===== config.mk =====
export PLATFORM = sky130hd
export DESIGN_NAME = axis_packet_integrity_monitor
export DESIGN_NICKNAME = d
export VERILOG_FILES = /design/src/rtl/axis_packet_integrity_monitor.sv
export SDC_FILE = /design/constraint.sdc
export NUM_CORES = 1
export LEC_CHECK = 0
export CORE_MARGIN = 3
export CORE_UTILIZATION = 54
export CTS_BUF_LIST = sky130_fd_sc_hd__clkbuf_16
export CTS_CLUSTER_SIZE = 28
export DETAILED_ROUTE_END_ITERATION = 10
export PLACE_DENSITY_LB_ADDON = 0.25
export SLEW_MARGIN = 25
export SYNTH_ARGS = -nofsm -noshare
export SYNTH_HDL_FRONTEND = slang
export SYNTH_HIERARCHICAL = 1
export SYNTH_SLANG_ARGS = --single-unit

===== constraint.sdc =====
create_clock -name clk -period 7 [get_ports clk]
set_input_delay 1.4 -clock clk [delete_from_list [all_inputs] [get_ports clk]]
set_output_delay 1.4 -clock clk [all_outputs]
set_load 0.01 [all_outputs]

===== src/rtl/axis_packet_integrity_monitor.sv =====
// Passive AXI-Stream tap: per-TDEST packet length, TKEEP and sequence-number checks with stat counters.
// Define AXIS_PKT_MON_TIMEOUT_EN to abort packets left open with no beats for TIMEOUT_CYCLES cycles.

module axis_pim_chan #(
    parameter int DATA_BYTES = 8,
    parameter int MTU_BYTES  = 1500,
    parameter int MIN_BYTES  = 64,
    parameter int CNT_WIDTH  = 32,
    parameter int LEN_W      = $clog2(MTU_BYTES + 2),
    parameter int POP_W      = $clog2(DATA_BYTES + 1)
) (
    input  logic                 clk,
    input  logic                 sreset,
    input  logic                 hit,
    input  logic                 last,
    input  logic                 keep_bad_beat,
    input  logic                 clear,
    input  logic                 abort,
    input  logic [POP_W-1:0]     pop,
    input  logic [15:0]          seq,
    output logic                 in_pkt,
    output logic [LEN_W-1:0]     byte_cnt,
    output logic [LEN_W-1:0]     close_len,
    output logic [3:0]           close_err,
    output logic [CNT_WIDTH-1:0] pkt_cnt,
    output logic [CNT_WIDTH-1:0] err_cnt
);
    localparam int SAT = MTU_BYTES + 1;

    logic        keep_bad, seq_bad;
    logic [15:0] exp_seq;
    logic        opening, seq_chk, kb_now, sb_now, closing, aborting;
    logic [31:0] sum;

    always_comb begin
        opening  = hit & ~in_pkt;
        // a 0/1-byte single-beat packet carries no sequence number
        seq_chk  = opening & ~(last & (32'(pop) < 32'd2));
        kb_now   = (~opening & keep_bad) | keep_bad_beat;
        sb_now   = (~opening & seq_bad) | (seq_chk & (seq != exp_seq));
        sum      = (opening ? 32'd0 : 32'(byte_cnt)) + 32'(pop);
        close_len = (sum > 32'(SAT)) ? LEN_W'(SAT) : LEN_W'(sum);
        if (32'(close_len) < 32'd2)
            close_err = 4'b0001;
        else
            close_err = {kb_now, sb_now, 32'(close_len) > 32'(MTU_BYTES),
                         32'(close_len) < 32'(MIN_BYTES)};
        closing  = hit & last;
        aborting = abort & in_pkt;
    end

    always_ff @(posedge clk) begin
        if (sreset) begin
            in_pkt   <= 1'b0;
            byte_cnt <= '0;
            keep_bad <= 1'b0;
            seq_bad  <= 1'b0;
            exp_seq  <= '0;
            pkt_cnt  <= '0;
            err_cnt  <= '0;
        end else begin
            if (abort) begin
                in_pkt   <= 1'b0;
                byte_cnt <= '0;
                keep_bad <= 1'b0;
                seq_bad  <= 1'b0;
            end else if (hit) begin
                in_pkt   <= ~last;
                byte_cnt <= last ? '0 : close_len;
                keep_bad <= ~last & kb_now;
                seq_bad  <= ~last & sb_now;
            end
            if (clear)        exp_seq <= '0;
            else if (seq_chk) exp_seq <= seq + 16'd1;
            if (clear)
                pkt_cnt <= '0;
            else if (closing && pkt_cnt != '1)
                pkt_cnt <= pkt_cnt + CNT_WIDTH'(1);
            if (clear)
                err_cnt <= '0;
            else if (((closing && close_err != 4'd0) || aborting) && err_cnt != '1)
                err_cnt <= err_cnt + CNT_WIDTH'(1);
        end
    end
endmodule

module axis_packet_integrity_monitor #(
    parameter int DATA_BYTES     = 8,
    parameter int NUM_DESTS      = 4,
    parameter int DEST_WIDTH     = (NUM_DESTS > 1) ? $clog2(NUM_DESTS) : 1,
    parameter int MTU_BYTES      = 1500,
    parameter int MIN_BYTES      = 64,
    parameter int CNT_WIDTH      = 32,
    parameter int TIMEOUT_CYCLES = 1024
) (
    input  logic                               clk,
    input  logic                               sreset,
    input  logic                               s_tvalid,
    input  logic                               s_tready,
    input  logic [DATA_BYTES*8-1:0]            s_tdata,
    input  logic [DATA_BYTES-1:0]              s_tkeep,
    input  logic                               s_tlast,
    input  logic [DEST_WIDTH-1:0]              s_tdest,
    input  logic                               stat_clear,
    input  logic [DEST_WIDTH-1:0]              stat_dest,
    output logic [CNT_WIDTH-1:0]               stat_pkt_cnt,
    output logic [CNT_WIDTH-1:0]               stat_err_cnt,
    output logic                               done_valid,
    output logic [DEST_WIDTH-1:0]              done_dest,
    output logic [$clog2(MTU_BYTES+2)-1:0]     done_len,
    output logic [5:0]                         done_err
);
    localparam int LEN_W = $clog2(MTU_BYTES + 2);
    localparam int POP_W = $clog2(DATA_BYTES + 1);

    logic                                 beat, dest_ok, contig, keep_bad_beat, abort;
    logic [POP_W-1:0]                     pop;
    logic [NUM_DESTS-1:0]                 hit, in_pkt;
    logic [NUM_DESTS-1:0][LEN_W-1:0]      byte_cnt, close_len;
    logic [NUM_DESTS-1:0][3:0]            close_err;
    logic [NUM_DESTS-1:0][CNT_WIDTH-1:0]  pkt_cnt, err_cnt;
    logic [LEN_W-1:0]                     sel_len, ab_len;
    logic [3:0]                           sel_err;
    logic [DEST_WIDTH-1:0]                ab_dest;
    logic [CNT_WIDTH-1:0]                 sel_pkt_cnt, sel_err_cnt;

    wire unused_data = ^s_tdata;

    always_comb begin
        beat    = s_tvalid & s_tready;
        dest_ok = 32'(s_tdest) < 32'(NUM_DESTS);
        pop     = '0;
        for (int i = 0; i < DATA_BYTES; i++)
            pop = pop + POP_W'(s_tkeep[i]);
        // LSB-contiguous (incl. all-zero and all-ones) iff keep & (keep+1) == 0
        contig        = (s_tkeep & (s_tkeep + DATA_BYTES'(1))) == '0;
        keep_bad_beat = s_tlast ? ~contig : (s_tkeep != '1);
        for (int d = 0; d < NUM_DESTS; d++)
            hit[d] = beat & (s_tdest == DEST_WIDTH'(d));
    end

    for (genvar g = 0; g < NUM_DESTS; g++) begin : g_chan
        axis_pim_chan #(
            .DATA_BYTES(DATA_BYTES), .MTU_BYTES(MTU_BYTES), .MIN_BYTES(MIN_BYTES),
            .CNT_WIDTH(CNT_WIDTH), .LEN_W(LEN_W), .POP_W(POP_W)
        ) u_chan (
            .clk(clk), .sreset(sreset), .hit(hit[g]), .last(s_tlast),
            .keep_bad_beat(keep_bad_beat), .clear(stat_clear), .abort(abort),
            .pop(pop), .seq({s_tdata[7:0], s_tdata[15:8]}),
            .in_pkt(in_pkt[g]), .byte_cnt(byte_cnt[g]), .close_len(close_len[g]),
            .close_err(close_err[g]), .pkt_cnt(pkt_cnt[g]), .err_cnt(err_cnt[g])
        );
    end

`ifdef AXIS_PKT_MON_TIMEOUT_EN
    localparam int IDLE_W = $clog2(TIMEOUT_CYCLES + 1);
    logic [IDLE_W-1:0] idle_cnt;

    // fires on the TIMEOUT_CYCLES-th consecutive beat-less cycle with a packet open
    assign abort = ~beat & (|in_pkt) & (32'(idle_cnt) == 32'(TIMEOUT_CYCLES - 1));

    always_ff @(posedge clk) begin
        if (sreset || beat || !(|in_pkt) || abort) idle_cnt <= '0;
        else                                       idle_cnt <= idle_cnt + IDLE_W'(1);
    end
`else
    assign abort = 1'b0;
    wire unused_timeout = (TIMEOUT_CYCLES > 0);
`endif

    always_comb begin
        sel_len     = '0;
        sel_err     = '0;
        ab_dest     = '0;
        ab_len      = '0;
        sel_pkt_cnt = '0;
        sel_err_cnt = '0;
        for (int d = 0; d < NUM_DESTS; d++) begin
            if (hit[d]) begin
                sel_len = close_len[d];
                sel_err = close_err[d];
            end
            if (stat_dest == DEST_WIDTH'(d)) begin
                sel_pkt_cnt = pkt_cnt[d];
                sel_err_cnt = err_cnt[d];
            end
        end
        for (int d = NUM_DESTS - 1; d >= 0; d--) begin
            if (in_pkt[d]) begin
                ab_dest = DEST_WIDTH'(d);
                ab_len  = byte_cnt[d];
            end
        end
    end

    always_ff @(posedge clk) begin
        if (sreset) begin
            done_valid   <= 1'b0;
            done_dest    <= '0;
            done_len     <= '0;
            done_err     <= '0;
            stat_pkt_cnt <= '0;
            stat_err_cnt <= '0;
        end else begin
            done_valid   <= 1'b0;
            stat_pkt_cnt <= sel_pkt_cnt;
            stat_err_cnt <= sel_err_cnt;
            if (beat && s_tlast) begin
                done_valid <= 1'b1;
                done_dest  <= s_tdest;
                done_len   <= dest_ok ? sel_len : '0;
                done_err   <= dest_ok ? {2'b00, sel_err} : 6'b010000;
            end else if (abort) begin
                done_valid <= 1'b1;
                done_dest  <= ab_dest;
                done_len   <= ab_len;
                done_err   <= 6'b100000;
            end
        end
    end
endmodule


Yosys cells after proc, flatten, opt, wreduce, memory -nomap -nowiden

Cells that the tools add are included.

Register bits after elaboration: 458
Bits of input ports: 82
Output and inout port bits: 84
Logic and storage cells: 204

Add/subtract/negate cells: 21
Magnitude comparators: 17
Equality and inequality tests: 19
Mux-type cells: 34
Bitwise operators: 58
Reductions and logical operators: 21

Operators by type and width:

| kind                                                                               | number |
|---|---|
| 32-bit by 1-bit adder with 32-bit output (second input constant)                   | 8 |
| 32-bit 2-to-1 mux                                                                  | 8 |
| 32-bit != test (second input constant)                                             | 8 |
| 11-bit 2-to-1 mux                                                                  | 16 |
| 32-bit by 4-bit adder with 32-bit output                                           | 4 |
| 32-bit by 11-bit greater-than comparator with 1-bit output (second input constant) | 4 |
| 16-bit != test                                                                     | 4 |
| 11-bit greater-than comparator (second input constant)                             | 4 |
| 11-bit by 2-bit < comparator with 1-bit output (second input constant)             | 4 |
| 11-bit by 7-bit < comparator with 1-bit output (second input constant)             | 4 |
| 1-bit bitwise AND                                                                  | 38 |
| 4-bit 2-to-1 mux                                                                   | 8 |
| 16-bit by 1-bit adder with 16-bit output (second input constant)                   | 1 |
| 4-bit by 1-bit adder with 4-bit output                                             | 4 |
| 4-bit nonzero test                                                                 | 4 |
| 1-bit logical AND                                                                  | 13 |
| 1-bit inverter                                                                     | 11 |
| 8-bit by 1-bit adder with 8-bit output (second input constant)                     | 1 |
| 8-bit bitwise AND                                                                  | 1 |
| 2-bit == test (second input constant)                                              | 4 |
| 8-bit logical NOT                                                                  | 1 |
| 8-bit != test (second input constant)                                              | 1 |
| 1-bit OR                                                                           | 8 |
| 3-bit by 1-bit adder with 4-bit output                                             | 1 |
| 7 further kinds                                                                    | 10 |

Depth between registers and ports, before layout

Depth in word-level cells: 18
Depth in mapped cells: 23
Depth with buffers taken out: 22

Hierarchy

Netlist, hierarchy kept.

By module, submodules not included:

| module                           | times used | cells an instance | area an instance (µm²) | seq. area each (µm²) |
|---|---|---|---|---|
| axis_pim_chan (g_chan[3].u_chan) | 1          | 661               | 5427.7                 | 1881.8 |
| axis_pim_chan (g_chan[2].u_chan) | 1          | 659               | 5251.3                 | 1881.8 |
| axis_pim_chan (g_chan[0].u_chan) | 1          | 658               | 5215.0                 | 1881.8 |
| axis_pim_chan (g_chan[1].u_chan) | 1          | 645               | 5167.5                 | 1881.8 |
| axis_packet_integrity_monitor    | 1          | 374               | 4605.7                 | 1641.6 |

Worst setup path before layout

OpenSTA, ideal clock, no wires.

Kind: input to register
Start point: in s_tkeep[0]
End point: reg done_len[8]
Setup time: 132 ps
Arrival: 6747 ps
Data required time: 6868 ps
Path slack: 120 ps
Stages: 23
Path buffers: 2
Cell sequence: fa_1 -> inv_1 -> fa_1 -> fa_1 -> inv_1 -> ha_1 -> inv_1 -> fa_1 -> inv_1 -> inv_1 -> fa_1 -> nand2b_1 -> a21o_1 -> o211a_1 -> nor2_1 -> nor3_1 -> a21bo_2 -> clkbuf_1 -> clkbuf_1 -> or2_2 -> mux4_2 -> nand2_1 -> a21oi_1

RTL lines:

| element              | line | source |
|---|---|---|
| from (decl)          | 101  | `input logic [DATA_BYTES-1:0] s_tkeep,` |
| to (signal assigned) | 211  | `done_len <= dest_ok ? sel_len : '0;` |
| to (signal assigned) | 216  | `done_len <= ab_len;` |
| to (decl)            | 110  | `output logic [$clog2(MTU_BYTES+2)-1:0] done_len,` |

==> results.sh <==
export IMPL_rsz0062_at_grt="no"
export IMPL_grt_pass1_vias=22516
export IMPL_cp_start_kind="input pin"
export IMPL_max_stage_delay_ns=0.59
export IMPL_timing_rr_start="g_chan[3].u_chan/in_pkt$_SDFFE_PP0P_"
export IMPL_die_area_sq_um=50180
export IMPL_wl_per_cell_microns=19.59
export IMPL_grt_pass1_wl_microns=118300
export IMPL_placed_cells=3741
export IMPL_cp_arrival_ns=7.32
export IMPL_critPathLaunch="s_tkeep[0]"
export IMPL_finalWirelength_microns=75300
export IMPL_die_w_microns=224.0
export IMPL_holdPathStages=2
export IMPL_dp_slack_ns=-0.5398
export IMPL_grt_max_degree=65
export IMPL_drv_slew=0
export IMPL_path_buf_inv=7
export IMPL_synth_seq_cells=458
export IMPL_synth_cell_area_sq_um=25670
export IMPL_slew_headroom_pct=30.82
export IMPL_yosysSeqAreaShare_pct=35.72
export IMPL_synthCells=2997
export IMPL_fmax_ghz=0.1478
export IMPL_power_frac_comb_pct=11.8
export IMPL_clockRootBuffer="clkbuf_16"
export IMPL_worst_path_max_delay_cell="fa_1"
export IMPL_ys_dominant_reg_cell="dfxtp_1"
export IMPL_post_dp_cell_area_sq_um=28200
export IMPL_cts_buffers=51
export IMPL_drive_gt1_share_pct=12.36
export IMPL_worstReg2RegEnd="g_chan[3].u_chan/err_cnt[9]$_SDFFE_PP0P_"
export IMPL_tightest_slew_ns=1.034
export IMPL_leakage_nw=10.75
export IMPL_endpoint="g_chan[0].u_chan/err_cnt[29]$_SDFFE_PP0P_"
export IMPL_avgViaCountPerCell=6.178
export IMPL_hold_viol_final=0
export IMPL_setup_violations_final=0
export IMPL_path_max_fanout=7
export IMPL_p_seq_share_pct=44.0
export IMPL_gp_congestion=0.9207
export IMPL_crit_family="adder cells"
export IMPL_hp_class="reg -> reg"
export IMPL_syn2layout_area_growth_pct=17.11
export IMPL_cts_hold_buf=0
export IMPL_power_total_mw=5.972
export IMPL_htree_levels=2
export IMPL_final_nets=3318
export IMPL_required_ns=7.55
export IMPL_clkSinkCount=458
export IMPL_die_y_microns=224.0
export IMPL_period_needed_ns=6.767
export IMPL_fin_skew_ns=0.03619
export IMPL_drt_pass1_iter_count=5
export IMPL_powerDensity_nw_per_um2=198.7
export IMPL_finalWorstSetupSlack_ns=0.2332
export IMPL_ios=166
export IMPL_finalCritPeriodShare_pct=96.67
export IMPL_core_sq_um=46750
export IMPL_diodes=0
export IMPL_switching_share_pct=26.00
export IMPL_synth_top_cell_by_area="dfxtp_1"
export IMPL_grt_usage_pct=28.88
export IMPL_rows=79
export IMPL_clock_latency_ns=0.62
export IMPL_clk_pin_slew_ns=0.06
export IMPL_vias=23747
export IMPL_dpl_hpwl_microns=53520
export IMPL_synth_area_top_cells="dfxtp_1 (36%), xor2_1 (6.7%), mux4_2 (5.7%)"
export IMPL_status="finished, final reports clean"
export IMPL_yosysWarnings=6
export IMPL_clkPwrFrac_pct=44.2
export IMPL_maxCapViolations=0
export IMPL_clockBufferDepth=3
export IMPL_fin_area_sq_um=30060
export IMPL_drt_iter0_drc=2214
export IMPL_nFillCells=3997
export IMPL_path_class="in -> reg"
export IMPL_utilization_pct=64.29
export IMPL_cts_tree="done"
export IMPL_power_switching_mw=1.553
export IMPL_cp_end_kind="flip-flop"
export IMPL_port_buffers=115
export IMPL_route_detailed_drc=0
export IMPL_peakVddDrop_mv=0.1960
export IMPL_drtAntennaViolNets=0
export IMPL_synth_top_area_share_pct=35.72
export IMPL_synth_async_reset_ratio_pct=0
export IMPL_fin_cells=3844
export IMPL_whs_ns=0.4563
export IMPL_crit_top_cell="fa_1"
export IMPL_avgSynthCellArea_sq_um=8.564
export IMPL_cp_cell_sequence="dlymetal6s2s_1 -> fa_1 -> inv_1 -> fa_1 -> fa_1 -> inv_1 -> ha_1 -> inv_1 -> fa_1 -> clkinvlp_4 -> buf_6 -> ha_1 -> a211o_1 -> a211o_1 -> o211a_1 -> a31o_1 -> o311a_4 -> a2111o_1 -> buf_12 -> or4_4 -> a21oi_2"
export IMPL_worstSetupPathDepth=21
export IMPL_gr_total_overflow=0
export IMPL_start_util_pct=54.90
export IMPL_r2r_cells=16
export IMPL_synth_edf_count=0
export IMPL_synthDistinctLibCells=105
export IMPL_antenna_found_initial=0
export IMPL_timing_reg2reg_setup_slack_ns=2.54
export IMPL_p_int_mw=4.420
export IMPL_tns_ns=0
==> repair_timing <==
action,CTS,global route
endpoints found under the setup margin,0,82
resized for setup,0,31
setup buffers,0,6
==> cells by family (layout without fill, tap and decap cells) <==
| kind of cell | after synthesis | after routing | synth area share (%) |
|---|---|---|---|
| AND/OR/NAND/NOR | 1314 | 1314 | 26.68 |
| AO/OA/AOI/OAI | 594 | 594 | 15.27 |
| flip-flops | 458 | 458 | 35.72 |
| XOR/XNOR | 278 | 278 | 9.486 |
| buffers and inverters | 222 | 450 | 3.953 |
| multiplexers | 89 | 89 | 6.639 |
| adder cells (fa/ha/maj) | 41 | 41 | 2.233 |
| other | 1 | 13 | 0.01461 |
==> power by group through the flow <==
stage | registers [mW] | clock network, mW | logic (mW)
2_1_floorplan | 2.69 | 0 | 0.387
3_3_place_gp | 2.69 | 0 | 0.650
3_5_place_dp | 2.69 | 0 | 0.663
4_1_cts | 2.63 | 2.69 | 0.667
5_1_grt | 2.63 | 2.78 | 0.758
6_report | 2.63 | 2.64 | 0.702
==> Yosys cell counts (6+ instances only) <==
library cell and count:
clkbuf_1 107, nor3_1 47, a21oi_1 180, o31ai_1 29, mux2i_1 24, o211ai_1 10
mux4_2 65, xor2_1 197, and3_1 70, buf_4 10, inv_1 58, o21ai_0 111
a31o_2 13, nor2_1 358, a21o_1 12, a311oi_1 10, buf_6 14, nor2b_1 101
o21a_1 14, a211oi_1 83, a221oi_1 6, nor3b_1 12, dfxtp_1 458, fa_1 8
a31oi_1 8, a211o_1 6, and2_1 44, nand2b_1 35, nand3_1 134, a2111oi_0 6
or3_1 76, ha_1 33, nor4_1 23, a22oi_1 11, or4_1 31, or2_2 16
buf_2 30, and4_1 35, xnor2_1 81, a2bb2oi_1 12, nand4_1 81, o21ai_1 18
nand2_1 214
==> sequential cells by signal (all words and copies together), names as in the netlist <==
name,count
done_dest,2
done_err,4
done_len,11
done_valid,1
g_chan.u_chan/byte_cnt,44
g_chan.u_chan/err_cnt,128
g_chan.u_chan/exp_seq,64
g_chan.u_chan/in_pkt,4
g_chan.u_chan/keep_bad,4
g_chan.u_chan/pkt_cnt,128
g_chan.u_chan/seq_bad,4
stat_err_cnt,32
stat_pkt_cnt,32
==> worst min-delay path by stage <==
stage / start / end / slack [ns]
after floorplan: g_chan[0].u_chan/byte_cnt[3]$_SDFFE_PP0P_ / g_chan[0].u_chan/byte_cnt[3]$_SDFFE_PP0P_ / 0.43
after global placement: g_chan[0].u_chan/byte_cnt[1]$_SDFFE_PP0P_ / g_chan[0].u_chan/byte_cnt[1]$_SDFFE_PP0P_ / 0.44
after detailed placement: done_len[8]$_SDFFE_PP0P_ / done_len[8]$_SDFFE_PP0P_ / 0.45
after CTS: done_len[8]$_SDFFE_PP0P_ / done_len[8]$_SDFFE_PP0P_ / 0.46
after global routing: g_chan[3].u_chan/byte_cnt[2]$_SDFFE_PP0P_ / g_chan[3].u_chan/byte_cnt[2]$_SDFFE_PP0P_ / 0.48
final: done_len[8]$_SDFFE_PP0P_ / done_len[8]$_SDFFE_PP0P_ / 0.46
==> routing by layer <==
layer | share of wire, % | GRT usage (%) | routed length, microns
met5 | 0 | 0 | 0
met4 | 3.1 | 10.90 | 2347
met3 | 7.3 | 4.429 | 5503
met2 | 46 | 46.25 | 34800
met1 | 43 | 39.64 | 32640
==> cell type report <==
type	instances	area (sq um)	area share (%)
Clock buffer	51	1276	4.246
Clock inverter	44	354.1	1.178
Inverter	59	225.2	0.7493
Multi-Input combinational cell	2329	15650	52.06
Sequential cell	458	9169	30.50
Tap cell	607	759.5	2.527
Timing Repair Buffer	296	2625	8.733
==> cell usage in the layout (no fill, tap or decap), drive strengths merged, types with 65 or more instances in the layout <==
master / count
dfxtp: 458
inv: 70
nor2b: 101
xor2: 197
nand2: 214
buf: 182
and3: 72
mux4: 65
xnor2: 81
or3: 76
nand4: 82
a211oi: 86
clkdlybuf4s50: 109
nand3: 135
o21ai: 131
a21oi: 181
nor2: 359
==> worst reg2reg max path, delay by kind of cell (launching register included) <==
family | cells | cell delay [ns]
AOI/OAI and AO/OA | 5 | 0.96
xor gates and xnor gates | 1 | 0.31
adders and majority gates | 2 | 0.58
buffers and inverters | 4 | 0.53
DFF | 1 | 0.49
muxes | 1 | 0.20
and+or+nand+nor | 3 | 1.34
Power figures use the tool's default switching activity.
